===== config.mk =====
export PLATFORM = sky130hd
export DESIGN_NAME = uart_tx_fifo_ser
export DESIGN_NICKNAME = d
export VERILOG_FILES = /design/src/rtl/uart_pkg.sv /design/src/rtl/uart_tx_buffer.sv /design/src/rtl/uart_tx_fifo_ser.sv
export SDC_FILE = /design/constraint.sdc
export NUM_CORES = 1
export LEC_CHECK = 0
export CAP_MARGIN = 5
export CELL_PAD_IN_SITES_DETAIL_PLACEMENT = 0
export CELL_PAD_IN_SITES_GLOBAL_PLACEMENT = 1
export CORE_MARGIN = 2
export CORE_UTILIZATION = 52
export DETAILED_ROUTE_END_ITERATION = 7
export PLACE_DENSITY = 0.82
export SLEW_MARGIN = 20
export SYNTH_ARGS = -nofsm -noshare
export SYNTH_HDL_FRONTEND = slang
export SYNTH_SLANG_ARGS = --single-unit

===== constraint.sdc =====
create_clock -name clk -period 3.94 [get_ports clk]
set_clock_uncertainty 0.2 [all_clocks]
set_input_delay 1.182 -clock clk [delete_from_list [all_inputs] [get_ports clk]]
set_output_delay 1.182 -clock clk [all_outputs]
set_load 0.02 [all_outputs]

===== src/rtl/uart_pkg.sv =====
// Shared UART definitions: bit timing defaults and the transmit serializer states.
// The receive path takes its bit-timing constant from here as well.
package uart_pkg;

  localparam int UART_CLKS_PER_BIT_DEFAULT = 104;  // 12 MHz / 115200
  localparam int UART_FIFO_DEPTH_DEFAULT   = 16;
  localparam int UART_DATA_BITS            = 8;

  typedef enum logic [1:0] {
    UART_TX_IDLE,
    UART_TX_START,
    UART_TX_DATA,
    UART_TX_STOP
  } uart_tx_state_e;

endpackage : uart_pkg


===== src/rtl/uart_tx_buffer.sv =====
// Transmit FIFO: circular buffer with wrapping pointers, a separate occupancy
// counter, full/empty flags and a registered overflow pulse for dropped pushes.
module uart_tx_buffer
  import uart_pkg::*;
#(
  parameter int FIFO_DEPTH = UART_FIFO_DEPTH_DEFAULT,
  localparam int AW = $clog2(FIFO_DEPTH),
  localparam int CW = AW + 1
) (
  input  logic                      clk,
  input  logic                      reset,
  input  logic                      wr_en,
  input  logic [UART_DATA_BITS-1:0] wr_data,
  input  logic                      rd_en,
  output logic [UART_DATA_BITS-1:0] rd_data,
  output logic                      full,
  output logic                      empty,
  output logic [CW-1:0]             count,
  output logic                      overflow
);

  logic [UART_DATA_BITS-1:0] mem [FIFO_DEPTH];
  logic [AW-1:0]             wr_ptr;
  logic [AW-1:0]             rd_ptr;
  logic                      push;
  logic                      pop;

  // Accept/pop decisions use pre-edge occupancy; a pop never makes room for a push in the same cycle.
  assign push    = wr_en && !full;
  assign pop     = rd_en && !empty;
  assign full    = (count == CW'(FIFO_DEPTH));
  assign empty   = (count == '0);
  assign rd_data = mem[rd_ptr];

  // Storage write port.
  // NOTE: the storage array has no reset; clearing the pointers and count is enough to discard contents.
  always_ff @(posedge clk) begin
    if (push) mem[wr_ptr] <= wr_data;
  end

  // Pointers, occupancy and overflow pulse.
  always_ff @(posedge clk or posedge reset) begin
    if (reset) begin
      wr_ptr   <= '0;
      rd_ptr   <= '0;
      count    <= '0;
      overflow <= 1'b0;
    end else begin
      overflow <= wr_en && full;
      if (push) wr_ptr <= wr_ptr + AW'(1);
      if (pop)  rd_ptr <= rd_ptr + AW'(1);
      case ({push, pop})
        2'b10:   count <= count + CW'(1);
        2'b01:   count <= count - CW'(1);
        default: count <= count;
      endcase
    end
  end

endmodule : uart_tx_buffer


===== src/rtl/uart_tx_fifo_ser.sv =====
// Buffered 8N1 UART transmitter: a FIFO feeds a serializer FSM that drives tx
// from a flop. Back-to-back frames follow each other with no idle gap.
module uart_tx_fifo_ser
  import uart_pkg::*;
#(
  parameter int CLKS_PER_BIT = UART_CLKS_PER_BIT_DEFAULT,
  parameter int FIFO_DEPTH   = UART_FIFO_DEPTH_DEFAULT,
  localparam int CW  = $clog2(FIFO_DEPTH) + 1,
  localparam int BCW = $clog2(CLKS_PER_BIT)
) (
  input  logic                      clk,
  input  logic                      reset,
  input  logic                      wr_en,
  input  logic [UART_DATA_BITS-1:0] wr_data,
  output logic                      fifo_full,
  output logic                      fifo_empty,
  output logic [CW-1:0]             fifo_count,
  output logic                      overflow,
  output logic                      busy,
  output logic                      tx
);

  uart_tx_state_e            state;
  logic [BCW-1:0]            bit_cnt;
  logic [2:0]                bit_idx;
  logic [UART_DATA_BITS-1:0] shift;
  logic [UART_DATA_BITS-1:0] head;
  logic                      bit_end;
  logic                      pop;

  uart_tx_buffer #(
    .FIFO_DEPTH (FIFO_DEPTH)
  ) u_buffer (
    .clk      (clk),
    .reset    (reset),
    .wr_en    (wr_en),
    .wr_data  (wr_data),
    .rd_en    (pop),
    .rd_data  (head),
    .full     (fifo_full),
    .empty    (fifo_empty),
    .count    (fifo_count),
    .overflow (overflow)
  );

  // A byte is taken from the FIFO when idle, or on the last stop-bit cycle for back-to-back frames.
  assign bit_end = (bit_cnt == BCW'(CLKS_PER_BIT - 1));
  assign pop     = !fifo_empty &&
                   ((state == UART_TX_IDLE) || (state == UART_TX_STOP && bit_end));

  // Serializer FSM; tx and busy are registered with the value for the state being entered.
  // NOTE: sequential state uses non-blocking assignments so every flop samples pre-edge values.
  always_ff @(posedge clk or posedge reset) begin
    if (reset) begin
      state   <= UART_TX_IDLE;
      bit_cnt <= '0;
      bit_idx <= '0;
      shift   <= '0;
      tx      <= 1'b1;
      busy    <= 1'b0;
    end else begin
      case (state)
        UART_TX_IDLE: begin
          tx <= 1'b1;
          if (pop) begin
            shift   <= head;
            bit_cnt <= '0;
            tx      <= 1'b0;
            busy    <= 1'b1;
            state   <= UART_TX_START;
          end
        end
        UART_TX_START: begin
          if (bit_end) begin
            bit_cnt <= '0;
            bit_idx <= '0;
            tx      <= shift[0];
            state   <= UART_TX_DATA;
          end else begin
            bit_cnt <= bit_cnt + BCW'(1);
          end
        end
        UART_TX_DATA: begin
          if (bit_end) begin
            bit_cnt <= '0;
            shift   <= shift >> 1;
            if (bit_idx == 3'd7) begin
              tx    <= 1'b1;
              state <= UART_TX_STOP;
            end else begin
              bit_idx <= bit_idx + 3'd1;
              tx      <= shift[1];
            end
          end else begin
            bit_cnt <= bit_cnt + BCW'(1);
          end
        end
        UART_TX_STOP: begin
          if (bit_end) begin
            bit_cnt <= '0;
            if (pop) begin
              shift <= head;
              tx    <= 1'b0;
              state <= UART_TX_START;
            end else begin
              busy  <= 1'b0;
              state <= UART_TX_IDLE;
            end
          end else begin
            bit_cnt <= bit_cnt + BCW'(1);
          end
        end
        default: begin
          tx    <= 1'b1;
          busy  <= 1'b0;
          state <= UART_TX_IDLE;
        end
      endcase
    end
  end

endmodule : uart_tx_fifo_ser


==> results.md, run 1 <==
- Post-CTS Setup Bufs: 0
- Num CTS Buffers: 17
- Ant diodes: 0
- Design Area, Final: 8026 sq um
- Status: finished clean
- DR DRC count: 0
- Area growth syn-to-layout: 14.49%
- Total gr overflow: 0
- Starting Density: around 53%
- Worst IR drop on VDD: 0.3622 mV
- Die H: ~120 microns
- H-tree levels: 4
- CTS Sinks: 164
- # resized after CTS: 0
- Slew @ Worst Pin: approximately 0.9 ns
- Largest net degree at the start of global routing: 27
- Relative slew margins: between 40% and 50%
- Top_reg_cell synth: edfxtp_1
- Die X: 120.1 microns
- Yosys warns: 0
- First-pass GRT wire length: 21220 microns
- Syn Nets: 466
- TNS Setup: 0 ns
- Vias in the first global route: 3933
- CP Max Fanout: 6
- CP required: between 2 and 3 ns
- Routed WL per cell: between 15 and 20 microns
- Drt first-iter violations: 240
- Final min period: approximately 3.6 ns
- Initial antenna violation count: 0
- Post-synth EDFFs: roughly 130
- CTS tree: yes
- Pleak: around 2.9 nW
- Mean Syn Cell Area: between 15 and 20 sq um
- Fmax: between 200 and 300 MHz
- Root buffer cell: clkbuf_16
- All-layer global routing usage: 19.95%
- RSZ-0062 raised after global routing: false
- Clk Latency, worst-skew pair: between 0.4 and 0.5 ns
- HPWL Detailed: about 8600 microns
- Routed via count: about 3800
- Layout Nets: 504
- WP data arrival: ~2.3 ns
- Detailed Route WL: about 13000 microns
- Placed inst area: between 7000 and 8000 sq um
- Fin. max-slew vios: 0
- Die area: 14430 sq um
- Yosys cell types: roughly 60
- CTS max path bufs: 2
- Hold Crit Class: reg -> reg
- Core area: about 13000 sq um
- Synthesized netlist cell count: ~440
- Detail Route Antenna Nets: 0
- Final worst-path cycle share: between 90% and 100%
- Vias per inst: 5.706
- # IOs: 21
- GPL Wtd Cong: slightly below 0.8
- Crit path kind: reg -> out
- Layout cells sized above 1: between 20% and 30%
- Ys async rst share: a little over a fifth
- Yosys reg bits: roughly 160
- Fill cells: between 900 and 1000
- Worst setup EP type: output pin
- FP Rows: between 40 and 50
- Max cap viols: 0
- Hold-fix buffers, CTS: 0
- Fin. Hold Viols: 0
- Seq/Total Area, Yosys: around two thirds
- PwrDens: 526.6 nW/um^2
- DRT Pass-1 Iters: 4
- Clock transition at path regs: approximately 0.06 ns
- Final setup vio count: 0
- Mapped Area: between 7000 and 8000 sq um
- Startpoint types: flop
- IO Port Bufs: 20
-- synth_stat cells (2+ instances only) --
master     instances  area, sq um
or3_1              2        12.51
nand2b_1           3        18.77
nor2_1            24        90.09
mux2_2             5        56.30
nor3_1             9        45.04
inv_1             14        52.55
a21oi_1           23        115.1
and2_1             4        25.02
edfxtp_1         128         3844
nor2b_1            5        31.28
xor2_1             4        35.03
and3_1             5        31.28
nor3b_1            3        22.52
a22o_1             4        35.03
a22oi_1           13        97.59
buf_6              5        56.30
buf_2              4        20.02
o22ai_1            2        12.51
nand4_1            3        18.77
buf_1              3        11.26
o2bb2ai_1          2        17.52
nand2_1           23        86.33
nand3_1            2        10.01
xnor2_1            6        52.55
o211ai_1           2        15.01
ha_1              17        212.7
a211oi_1           2        15.01
mux2i_1            3        30.03
clkbuf_1           8        30.03
o21ai_0           15        75.07
a31oi_1            3        18.77
dfrtp_1           35        875.8
mux4_2            30        675.7
-- through the flow --
step / power (mW) / hold slack [ns] / std cells / util (%) / worst slack (ns)
CTS: 4.261 / 0.2611 / 664 / 60.84 / 0.2761
floorplan: 2.492 / 0.2304 / 437 / - / 0.7825
detailed placement: 2.727 / 0.2513 / 632 / 56.65 / 0.3209
global route: 4.403 / 0.2964 / 664 / 60.85 / 0.2343
finish: 4.227 / 0.2607 / 664 / 60.85 / 0.3108
global placement: 2.704 / 0.2512 / 632 / 56.65 / 0.4489
-- worst max-delay path, stage by stage, from the launching register on --
cell and delay [ns]:
dfrtp_1 0.44, or4_4 0.61, nor2_4 0.15, clkdlybuf4s50_1 0.63
-- layer usage --
| layer | vias up | share of wire (%) | GRT usage, % |
|---|---|---|---|
| met5 | - | 0 | 0 |
| met1 | 1930 | 44 | 26.90 |
| met3 | 12 | 3.4 | 4.753 |
| met4 | 0 | 1.3 | 7.206 |
| met2 | 63 | 51 | 31.96 |
| li1 | 1784 | - | - |
-- logic make-up after synthesis --
group	synth area share (%)
AO/OA/AOI/OAI	7.621
XOR/XNOR	1.249
adder cells (fa/ha/maj)	3.320
buffers and inverters	2.606
flip-flops	67.70
multiplexers	10.87
AND/OR/NAND/NOR	6.639
-- registers in the layout, indices dropped and copies added (netlist names) --
register           cells
bit_cnt                7
bit_idx                3
busy                   1
shift                  8
state                  2
tx                     1
u_buffer.count         5
u_buffer.mem         128
u_buffer.overflow      1
u_buffer.rd_ptr        4
u_buffer.wr_ptr        4
-- layout make-up --
cell class / count / area (sq um) / share of cell area (%)
sequential: 164 / 4748 / 59.16
multi-input combinational: 237 / 2082 / 25.94
clock buffer: 17 / 425.4 / 5.300
timing repair buffer: 41 / 370.4 / 4.614
tap: 176 / 220.2 / 2.744
clock inverter: 15 / 127.6 / 1.590
inverter: 14 / 52.55 / 0.6547
-- power breakdown --
group | internal, mW | leakage, nW | switching [mW] | total (mW)
Sequential | 2.05 | 1.59 | 0.111 | 2.16
Combinational | 0.225 | 0.992 | 0.302 | 0.527
Clock | 0.871 | 0.277 | 0.669 | 1.54
-- cells in the final DEF (no fill, tap or decap), types with 3 or more instances in the layout --
cell | synthesis | final
a31oi_1 | 3 | 3
ha_1 | 17 | 17
mux4_2 | 30 | 30
edfxtp_1 | 128 | 128
nand4_1 | 3 | 3
o21ai_0 | 15 | 15
nand2b_1 | 3 | 3
inv_1 | 14 | 14
inv_6 | 0 | 5
dfrtp_1 | 35 | 33
clkinv_4 | 0 | 3
clkdlybuf4s50_1 | 0 | 20
clkinv_2 | 0 | 4
a22o_1 | 4 | 4
nor3_1 | 9 | 9
a21oi_1 | 23 | 23
clkbuf_16 | 0 | 17
nor2b_1 | 5 | 5
xor2_1 | 4 | 4
mux2_2 | 5 | 5
and2_1 | 4 | 4
nand2_1 | 23 | 23
and3_1 | 5 | 5
nor3b_1 | 3 | 3
buf_4 | 0 | 20
mux2i_1 | 3 | 3
nor2_1 | 24 | 24
a22oi_1 | 13 | 13
xnor2_1 | 6 | 6
-- worst paths after layout --
| kind | startpoint | end | slack, ns | cells after the start |
|---|---|---|---|---|
| hold / removal | bit_cnt[5] | bit_cnt[5] | 0.26 | 1 |
| hold reg to reg | bit_cnt[5] | bit_cnt[5] | 0.26 | 1 |
| max in group asynchronous | reset | bit_cnt[4] | 1.74 | 3 |
| setup reg to reg | bit_cnt[0] | u_buffer.count[4] | 0.69 | 12 |
| setup / recovery | u_buffer.count[0] | fifo_empty | 0.31 | 3 |
| min in group asynchronous | reset | u_buffer.wr_ptr[2] | 1.03 | 2 |
Power figures use the tool's default switching activity.
==> inputs of run 2 (changes only) <==
--- a/config.mk
+++ b/config.mk
@@ -8,8 +8,9 @@
 export CAP_MARGIN = 5
 export CELL_PAD_IN_SITES_DETAIL_PLACEMENT = 0
 export CELL_PAD_IN_SITES_GLOBAL_PLACEMENT = 1
-export CORE_MARGIN = 2
+export CORE_MARGIN = 3
 export CORE_UTILIZATION = 52
+export CTS_BUF_LIST = sky130_fd_sc_hd__clkbuf_8 sky130_fd_sc_hd__clkbuf_16
 export DETAILED_ROUTE_END_ITERATION = 7
 export PLACE_DENSITY = 0.82
 export SLEW_MARGIN = 20
==> run 2 against run 1 <==
Global-route usage down 0.51 points; maximum frequency down 0.21%; design area up 0.25%; sequential power about the same; first-iteration DRC count up 69%; flip-flop and latch count unchanged; core utilization up 1.6 points; largest power group unchanged; register-to-register slack better by 0.06 ns; non-clock buffer count unchanged; worst setup slack worse by 0.0075 ns; clock power up 5%; hold slack better by 0.022 ns.
==> results.md, run 2 (synthesis gave the netlist of run 1 again) <==
- Detailed Route WL: approximately 13000 microns
- DRT Pass-1 Iters: 5
- CP required: around 2.6 ns
- Routed via count: 3859
- PwrDens: roughly 530 nW/um^2
- Relative slew margins: between 40% and 50%
- All-layer global routing usage: between 15 and 20%
- Num CTS Buffers: 17
- First-pass GRT wire length: roughly 21000 microns
- CTS max path bufs: 2
- Root buffer cell: clkbuf_16
- Die H: about 120 microns
- Starting Density: between 50% and 60%
- Vias in the first global route: between 3000 and 4000
- GPL Wtd Cong: 0.8029
- CP Max Fanout: 6
- # resized after CTS: 0
- Final worst-path cycle share: between 90 and 100%
- Vias per inst: 5.847
- Clock transition at path regs: around 0.060 ns
- Post-Layout Cell Count: between 600 and 700
- Die area: approximately 15000 sq um
- Slowest stage delay, CP: 0.63 ns
- Post-CTS Setup Bufs: 0
- Most flop-heavy register: u_buffer.mem
- Max reg flops: about 130
- Fmax: about 270 MHz
- Area growth syn-to-layout: 14.78%
- CTS Sinks: between 150 and 200
- Drt first-iter violations: between 400 and 500
- Layout Nets: around 500
- Crit-path cells: or4_4 > nor2_4 > clkdlybuf4s50_1
- Most frequent cells in the layout: edfxtp_1 (128), dfrtp_1 (34), mux4_2 (30)
- Clk Latency, worst-skew pair: ~0.42 ns
- Pleak: around 2.9 nW
- Fin. max-slew vios: 0
- Total gr overflow: 0
- Startpoint types: flop
- Crit path kind: reg -> out
- FP Rows: 41
- Ant diodes: 0
- Initial antenna violation count: 0
- Hold Crit Class: reg -> reg
- Max cap viols: 0
- TNS Setup: 0 ns
- IO Port Bufs: 20
- Largest net degree at the start of global routing: 39
- WP data arrival: between 2 and 2.5 ns
- Die X: about 120 microns
- Worst setup EP type: output pin
- Hold-fix buffers, CTS: 0
- Final min period: 3.637 ns
- Total Power: between 4 and 5 mW
- CTS tree: yes
- Slew @ Worst Pin: 0.8990 ns
- # IOs: 21
- Status: finished clean
- Worst IR drop on VDD: 0.4041 mV
- Layout cells sized above 1: between 20% and 30%
- Final setup vio count: 0
- RSZ-0062 raised after global routing: false
- Fin Hold WS: ~0.28 ns
- Routed WL per cell: approximately 20 microns
- Fin. Hold Viols: 0
- DR DRC count: 0
- CP top delay family: simple AND/OR/NAND/NOR gates
- Detail Route Antenna Nets: 0
- H-tree levels: 4
- Worst Path Buf+Inv: 1
- HPWL Detailed: 8291 microns
- Biggest regs: u_buffer.mem x128, shift x8, bit_cnt x7
- Most common cell after layout, fill and taps aside: edfxtp_1
- Fin util: approximately 62%
- Inst Count DP: 628
- Core area: approximately 13000 sq um
- Slowest cell on crit path: clkdlybuf4s50_1
==> run 2: changes by cell type in the layout (fill, tap and decap cells not counted), sizes merged <==
| cell | previous run | this run |
|---|---|---|
| bufinv | 1 | 2 |
| clkinv | 9 | 8 |
==> run 2: routing by layer <==
metal  GRT usage [%]  wire, microns  vias to the layer above
met5               0              0                        -
met2           31.25           6722                       90
met3           4.178            579                       26
li1                -              -                     1776
met4           7.698            242                        0
met1           26.27           5630                     1967
==> run 2: area by class of cell <==
type | instances | area, sq um
clock buffer | 17 | 425.4
clock inverter | 15 | 153.9
fill | 936 | 4830
inverter | 14 | 52.55
multi-input combinational | 237 | 2082
sequential | 164 | 4747
tap | 172 | 215.2
timing repair buffer | 41 | 370.4
==> run 2: worst paths after layout <==
| check | endpoint | cells after the start | slack, ns | startpoint |
|---|---|---|---|---|
| max in group asynchronous | tx | 3 | 2.20 | reset |
| min in group asynchronous | u_buffer.wr_ptr[3] | 3 | 0.96 | reset |
| worst max-delay path | fifo_empty | 3 | 0.30 | u_buffer.count[0] |
| worst min-delay path | bit_cnt[5] | 1 | 0.28 | bit_cnt[5] |
| worst max register to register | u_buffer.count[4] | 12 | 0.75 | bit_cnt[0] |
| worst min register to register | bit_cnt[5] | 1 | 0.28 | bit_cnt[5] |
==> run 2: power breakdown <==
group / switching, mW / total (mW) / leakage (nW) / internal [mW]
sequential: 0.108 / 2.16 / 1.59 / 2.05
combinational: 0.302 / 0.528 / 0.992 / 0.226
clock: 0.673 / 1.61 / 0.290 / 0.938
==> run 2: metrics by stage <==
stage / area, sq um / worst slack (ns)
floorplan: 7010 / 0.7825
CTS: 8046 / 0.2631
detailed placement: 7467 / 0.3953
finish: 8046 / 0.3033
global route: 8046 / 0.2430
global placement: 7467 / 0.4453
